===== src/rtl/pc_next_unit_if.sv =====
// Control and status bundle between the fetch/decode logic and the PC stage.
// The core (master) drives next-PC controls; the PC stage (slave) returns fetch state.
interface pc_next_unit_if #(
    parameter int COUNT_WIDTH = 32
);
    logic                   stall;
    logic                   branch_taken;
    logic [31:0]            branch_offset;
    logic                   jump;
    logic [25:0]            jump_index;
    logic                   jr;
    logic [31:0]            jr_target;
    logic                   halt;
    logic                   resume;

    logic [31:0]            pc;
    logic [31:0]            pc_plus4;
    logic                   fetch_valid;
    logic                   misalign_err;
    logic                   halted;
    logic [COUNT_WIDTH-1:0] adv_count;

    modport master (
        output stall, branch_taken, branch_offset, jump, jump_index,
               jr, jr_target, halt, resume,
        input  pc, pc_plus4, fetch_valid, misalign_err, halted, adv_count
    );

    modport slave (
        input  stall, branch_taken, branch_offset, jump, jump_index,
               jr, jr_target, halt, resume,
        output pc, pc_plus4, fetch_valid, misalign_err, halted, adv_count
    );
endinterface


===== src/rtl/pc_next_unit.sv =====
// Program counter register with next-PC selection (sequential, branch, jump, JR),
// stall/halt control, misaligned-JR trapping and a saturating advance counter.
module pc_next_unit #(
    parameter logic [31:0] RESET_VECTOR = 32'h0000_0000,
    parameter logic [31:0] TRAP_VECTOR  = 32'h0000_0180,
    parameter int          COUNT_WIDTH  = 32
) (
    input  logic clk,
    input  logic reset,
    pc_next_unit_if.slave bus
);

    typedef enum logic [1:0] {
        BOOT   = 2'd0,
        RUN    = 2'd1,
        HALTED = 2'd2
    } state_t;

    state_t                 state;
    state_t                 state_next;
    logic [31:0]            pc_q;
    logic [31:0]            pc_next;
    logic [31:0]            pc_plus4;
    logic                   misalign_q;
    logic                   misalign_next;
    logic                   advance;
    logic [COUNT_WIDTH-1:0] count_q;
    logic [COUNT_WIDTH-1:0] count_next;

    assign pc_plus4 = pc_q + 32'd4;

    always_ff @(posedge clk) begin
        if (reset) begin
            state      <= BOOT;
            pc_q       <= RESET_VECTOR;
            misalign_q <= 1'b0;
            count_q    <= '0;
        end else begin
            state      <= state_next;
            pc_q       <= pc_next;
            misalign_q <= misalign_next;
            count_q    <= count_next;
        end
    end

    // halt outranks stall in RUN; a stalled cycle ignores every redirect input
    always_comb begin
        state_next    = state;
        pc_next       = pc_q;
        misalign_next = 1'b0;
        advance       = 1'b0;

        case (state)
            BOOT: begin
                state_next = RUN;
            end
            RUN: begin
                if (bus.halt) begin
                    state_next = HALTED;
                end else if (!bus.stall) begin
                    advance = 1'b1;
                    if (bus.jr) begin
                        if (bus.jr_target[1:0] == 2'b00) begin
                            pc_next = bus.jr_target;
                        end else begin
                            pc_next       = TRAP_VECTOR;
                            misalign_next = 1'b1;
                        end
                    end else if (bus.jump) begin
                        pc_next = {pc_plus4[31:28], bus.jump_index, 2'b00};
                    end else if (bus.branch_taken) begin
                        pc_next = pc_plus4 + bus.branch_offset;
                    end else begin
                        pc_next = pc_plus4;
                    end
                end
            end
            HALTED: begin
                if (bus.resume && !bus.halt) begin
                    state_next = RUN;
                end
            end
            default: begin
                state_next = BOOT;
            end
        endcase
    end

    always_comb begin
        count_next = count_q;
        if (advance && (count_q != {COUNT_WIDTH{1'b1}})) begin
            count_next = count_q + 1'b1;
        end
    end

    assign bus.pc           = pc_q;
    assign bus.pc_plus4     = pc_plus4;
    assign bus.fetch_valid  = (state == RUN);
    assign bus.halted       = (state == HALTED);
    assign bus.misalign_err = misalign_q;
    assign bus.adv_count    = count_q;

endmodule

===== src/flat_wrapper.sv =====
// flat-port wrapper written by rule: the top's interface ports become plain ports
module pc_next_unit_flat 
#(
    parameter logic [31:0] RESET_VECTOR = 32'h0000_0000,
    parameter logic [31:0] TRAP_VECTOR  = 32'h0000_0180,
    parameter int          COUNT_WIDTH  = 32
)
  (clk, reset, bus_stall, bus_branch_taken, bus_branch_offset, bus_jump, bus_jump_index, bus_jr, bus_jr_target, bus_halt, bus_resume, bus_pc, bus_pc_plus4, bus_fetch_valid, bus_misalign_err, bus_halted, bus_adv_count);
  pc_next_unit_if #(.COUNT_WIDTH(COUNT_WIDTH)) bus_i ();
  input  logic clk;
  input  logic reset;
  input wire logic [$bits(bus_i.stall)-1:0] bus_stall;
  input wire logic [$bits(bus_i.branch_taken)-1:0] bus_branch_taken;
  input wire logic [$bits(bus_i.branch_offset)-1:0] bus_branch_offset;
  input wire logic [$bits(bus_i.jump)-1:0] bus_jump;
  input wire logic [$bits(bus_i.jump_index)-1:0] bus_jump_index;
  input wire logic [$bits(bus_i.jr)-1:0] bus_jr;
  input wire logic [$bits(bus_i.jr_target)-1:0] bus_jr_target;
  input wire logic [$bits(bus_i.halt)-1:0] bus_halt;
  input wire logic [$bits(bus_i.resume)-1:0] bus_resume;
  output wire logic [$bits(bus_i.pc)-1:0] bus_pc;
  output wire logic [$bits(bus_i.pc_plus4)-1:0] bus_pc_plus4;
  output wire logic [$bits(bus_i.fetch_valid)-1:0] bus_fetch_valid;
  output wire logic [$bits(bus_i.misalign_err)-1:0] bus_misalign_err;
  output wire logic [$bits(bus_i.halted)-1:0] bus_halted;
  output wire logic [$bits(bus_i.adv_count)-1:0] bus_adv_count;
  assign bus_i.stall = bus_stall;
  assign bus_i.branch_taken = bus_branch_taken;
  assign bus_i.branch_offset = bus_branch_offset;
  assign bus_i.jump = bus_jump;
  assign bus_i.jump_index = bus_jump_index;
  assign bus_i.jr = bus_jr;
  assign bus_i.jr_target = bus_jr_target;
  assign bus_i.halt = bus_halt;
  assign bus_i.resume = bus_resume;
  assign bus_pc = bus_i.pc;
  assign bus_pc_plus4 = bus_i.pc_plus4;
  assign bus_fetch_valid = bus_i.fetch_valid;
  assign bus_misalign_err = bus_i.misalign_err;
  assign bus_halted = bus_i.halted;
  assign bus_adv_count = bus_i.adv_count;
  pc_next_unit #(.RESET_VECTOR(RESET_VECTOR), .TRAP_VECTOR(TRAP_VECTOR), .COUNT_WIDTH(COUNT_WIDTH)) u_core (.clk(clk), .reset(reset), .bus(bus_i));
endmodule

===== config.mk =====
export PLATFORM = sky130hd
export DESIGN_NAME = pc_next_unit_flat
export DESIGN_NICKNAME = d
export VERILOG_FILES = /design/src/rtl/pc_next_unit_if.sv /design/src/rtl/pc_next_unit.sv /design/src/flat_wrapper.sv
export SDC_FILE = /design/constraint.sdc
export NUM_CORES = 1
export LEC_CHECK = 0
export ABC_AREA = 1
export CORE_MARGIN = 2
export CORE_UTILIZATION = 50
export CTS_CLUSTER_SIZE = 16
export DETAILED_ROUTE_END_ITERATION = 12
export PLACE_DENSITY = 0.84
export SLEW_MARGIN = 10
export SYNTH_ARGS = -nofsm -noshare
export SYNTH_HDL_FRONTEND = slang
export SYNTH_SLANG_ARGS = --single-unit

===== constraint.sdc =====
create_clock -name clk -period 6.46 [get_ports clk]
set_clock_uncertainty 0.1 [all_clocks]
set_input_delay 0.969 -clock clk [delete_from_list [all_inputs] [get_ports clk]]
set_output_delay 0.969 -clock clk [all_outputs]
set_load 0.005 [all_outputs]

==> run summary <==
The flow ran to the end, and the final reports show no timing, DRC or antenna violations. Of all flip-flops after synthesis, the portion carrying an async set or reset was 0%. The pre-antenna-repair detailed-routing pass consisted of 5 iterations.

Routability-driven placement finished with a final weighted congestion of 1.01. The number of nets produced by synthesis is 1,415. The setup slack of the worst register-to-register path was 2.65 ns; the post-layout net count was 1,593. Detailed placement finished with a half-perimeter wire length of 23.0 mm.

For this run, design rule violations remaining after detail routing come to 0. The combinational share of power is 25.5%. The first global-routing pass estimated 44.4 mm of wire. The die covers 15,700 sq um. The path class of the lowest-slack min-delay path is reg -> reg.

The internal power of the cells totals 0.000912 W. The logs give 0 for the number of violations of the max-capacitance limit and 0 for the count of final hold-check violations. After synthesis, the cell types taking the most area are nand2_1, dfxtp_1, a21oi_1. Global routing consumed, over all layers together, 35.6% of the routing resources. Final count of pins violating max slew: 0. After clock tree synthesis, the clock-pin slew on the worst setup and hold paths is 0.06 ns. In this run the static leakage power is 4.39 nW.

Global routing finished with a remaining overflow of 0. The tools report the total vias in the final route as 9,146. The run gives 256 MHz as the highest clock frequency the design can meet.

The highest net fanout along the worst path is 29, and the number of endpoints failing setup at the final stage is 0. Averaged over all synthesized cells, the footprint is 5.76 sq um. After detailed routing, the average wire length per cell comes to 17.4 um. The run gives 0 as the number of antenna violations at the first check in global routing. Clock tree synthesis selected as its root buffer the cell clkbuf_16.

The path with the worst hold slack has its endpoint at u_core.bus.adv_count[3]. The share of total power dissipated in sequential elements is 33.1%. The number of fill cells in the layout came out at 1,381. Entering global routing, the biggest net connects 59 pins. The cell depth of the worst hold path was 2. Number of rows in the core area: 44.

The worst setup path is captured at a flop. nand2_1 takes more of the synthesized area than any other cell. Clock tree synthesis inserted a total of 9 buffers. Flip-flop and latch count after synthesis: 67. The H-tree was split into 3 levels. Data arrival time of the critical path: 4.07 ns. In this run, post-CTS repair resized a total of 0 instances. Yosys printed 0 warnings. STA classifies the critical path startpoint as an input port. The number of buffers added on ports works out to 196. Most frequent cell after synthesis: nand2_1. The logs give 50.9% for the initial cell density of the core and 14,400 sq um for the area of the core. In this run the most critical hold path is launched from u_core.bus.adv_count[3]. TritonCTS built the clock tree. The clock passes through at most 2 buffers. Clock latency on the worst-skew pair, taken at its later pin, is 0.34 ns. Synthesis produced a netlist whose cell count is 1,276.

The worst register-to-register path begins at u_core.bus.pc[2]. The netlist uses 51 different library cells. The power per cell area came out at 135 nW/um^2. Final worst-path cycle share: 60.4%. Using the TritonRoute via totals, the vias-per-cell ratio works out to 5.57.

The clock sink count is 67, and the number of enable flip-flop cells after synthesis is 0. Proportion of power drawn by the clock network: 41.3%. For the pin with the worst max-slew slack, the measured transition is 1.11 ns. Worst flop-to-flop path endpoint: u_core.bus.pc[16]. Including well taps, the total number of placed cells is 1,627. From left edge to right edge, the die measures 125 um.

Compared with the post-synthesis result, the final layout area differs by 32.5%. The logs give 7350 sq um for the cell area after synthesis and 0.00132 W for the overall power. The number of cells traversed by the worst register-to-register path is 16, and the footprint of the multi-input gates is 5200 sq um.

For this run, the number of standard cells in the final layout without fillers is 1,643. The most common flop cell mapped by yosys is dfxtp_1. After the first detailed-routing iteration, the DRC count stood at 881.

The tools report the number of global-route vias before repair as 8,234. By startpoint and endpoint, the worst setup path is classified as in -> reg. By count the netlist is led by nand2_1, inv_1, a21oi_1. The share of synthesized area in the top cell type comes to 20.7%.

In this run the power spent charging and discharging nets is 0.000406 W. After clock tree synthesis, the setup repair step added 0 buffers. Hold repair after CTS inserted 0 buffers. Sequential elements use 18.3% of the synthesized area. Measured against its own limit, the worst slew margin works out to 25.2%.

Number of I/O pins: 197. The worst ir drop on vdd came out at 0.111 mV. The number of inserted diodes is 0, and the antenna violation net count after detailed routing is 0. In the final layout, flip-flops and latches occupy 1340 sq um.

The switching share of total power works out to 30.8%. The aggregate routed wire length was 28.6 mm; the die boundary height was 125 um. At the worst endpoint, the required time is 6.62 ns. The post-route netlist has 6.24% of its cells at a drive strength greater than 1. Setup repair after global routing left no endpoint under its margin. The minimum clock period after layout is 3.90 ns. The tools report the setup TNS after final layout as 0 ns.
==> placed cells by master (no fill, tap or decap), types with 3 or more instances in the layout <==
| cell | n |
|---|---|
| nor2_2 | 9 |
| o211ai_1 | 4 |
| nor3_4 | 3 |
| o21ai_1 | 4 |
| nor4_1 | 4 |
| clkinv_4 | 3 |
| xor2_1 | 15 |
| ha_1 | 40 |
| nand4_1 | 22 |
| clkbuf_16 | 9 |
| nor3_2 | 6 |
| a21oi_1 | 129 |
| xnor2_1 | 14 |
| a21o_1 | 5 |
| buf_4 | 4 |
| nor3b_1 | 4 |
| nor3_1 | 21 |
| or2_2 | 4 |
| nand3_1 | 85 |
| o21bai_1 | 11 |
| nor2_4 | 9 |
| nand2_1 | 406 |
| nor2_1 | 123 |
| inv_2 | 11 |
| dfxtp_1 | 67 |
| nand3b_1 | 5 |
| clkdlybuf4s50_1 | 195 |
| inv_1 | 161 |
| and2_1 | 5 |
| nand2_4 | 5 |
| a31oi_1 | 4 |
| a21oi_2 | 5 |
| nand2_2 | 9 |
| o21ai_0 | 31 |
==> metal layers <==
layer  vias to the layer above  global-route usage, %  share of wire [%]
li1                       4457                      -                  -
met4                         0                   13.7                4.1
met5                         -                      0                  0
met2                       515                   54.9                 43
met1                      4099                   49.3                 44
met3                        75                   6.68                9.3
==> how the worst max path moves through the flow <==
stage                           startpoint                 to  slack, ns  depth (start not counted)
after detailed placement          bus_jump   u_core.bus.pc[9]       2.36                          8
after global placement            bus_jump   u_core.bus.pc[9]       2.39                          8
after floorplan           u_core.bus.pc[2]  u_core.bus.pc[27]       3.60                         18
final                             bus_jump   u_core.bus.pc[9]       2.56                          8
after CTS                 u_core.bus.pc[2]   bus_pc_plus4[12]       2.66                          7
after global routing              bus_jump   u_core.bus.pc[9]       2.35                          8
==> power groups by stage <==
stage	sequential (W)	combinational [W]	clock, W
2_1_floorplan	0.000442	0.000177	0
3_3_place_gp	0.000445	0.000329	0
3_5_place_dp	0.000445	0.000330	0
4_1_cts	0.000436	0.000332	0.000547
5_1_grt	0.000438	0.000368	0.000565
6_report	0.000437	0.000336	0.000545
==> through the flow <==
stage	utilization [%]	setup WS (ns)	hold slack [ns]	area (sq um)
after global placement	65.2	2.39	0.398	9410
after CTS	67.5	2.66	0.428	9740
after global routing	67.5	2.35	0.457	9740
final	67.5	2.56	0.426	9740
after detailed placement	65.2	2.36	0.407	9410
after floorplan	-	3.60	0.371	7350
==> logic make-up (layout without fill, tap and decap cells) <==
kind of cell / Yosys count / after routing / share of synthesized area, %
and+or+nand+nor: 728 / 728 / 44.4
DFF: 67 / 67 / 18.3
buffers and inverters: 207 / 390 / 11.0
adders and majority gates: 41 / 41 / 7.08
AOI/OAI and AO/OA: 201 / 201 / 15.1
xor gates and xnor gates: 32 / 32 / 4.12
==> critical path, stage by stage <==
cell and delay [ns]:
clkdlybuf4s50_1 0.99, nor2_2 1.13, inv_1 0.38, a21oi_1 0.21
o21ai_0 0.11, o211ai_1 0.09, nand2_1 0.07, a21oi_1 0.11
==> state kept, by name, summed over array words and instances (netlist names) <==
register and cells:
u_core.bus.adv_count 32, u_core.state 2, u_core.bus.pc 32, u_core.bus.misalign_err 1
==> area by class of cell <==
cell class	instances	area share, %
clock buffer	9	2.31
inverter	174	6.71
tap	184	2.36
timing repair buffer	200	20.4
sequential	67	13.8
multi-input combinational	1002	53.4
clock inverter	7	1.03
Note: power is estimated with default switching activity, not from simulation.
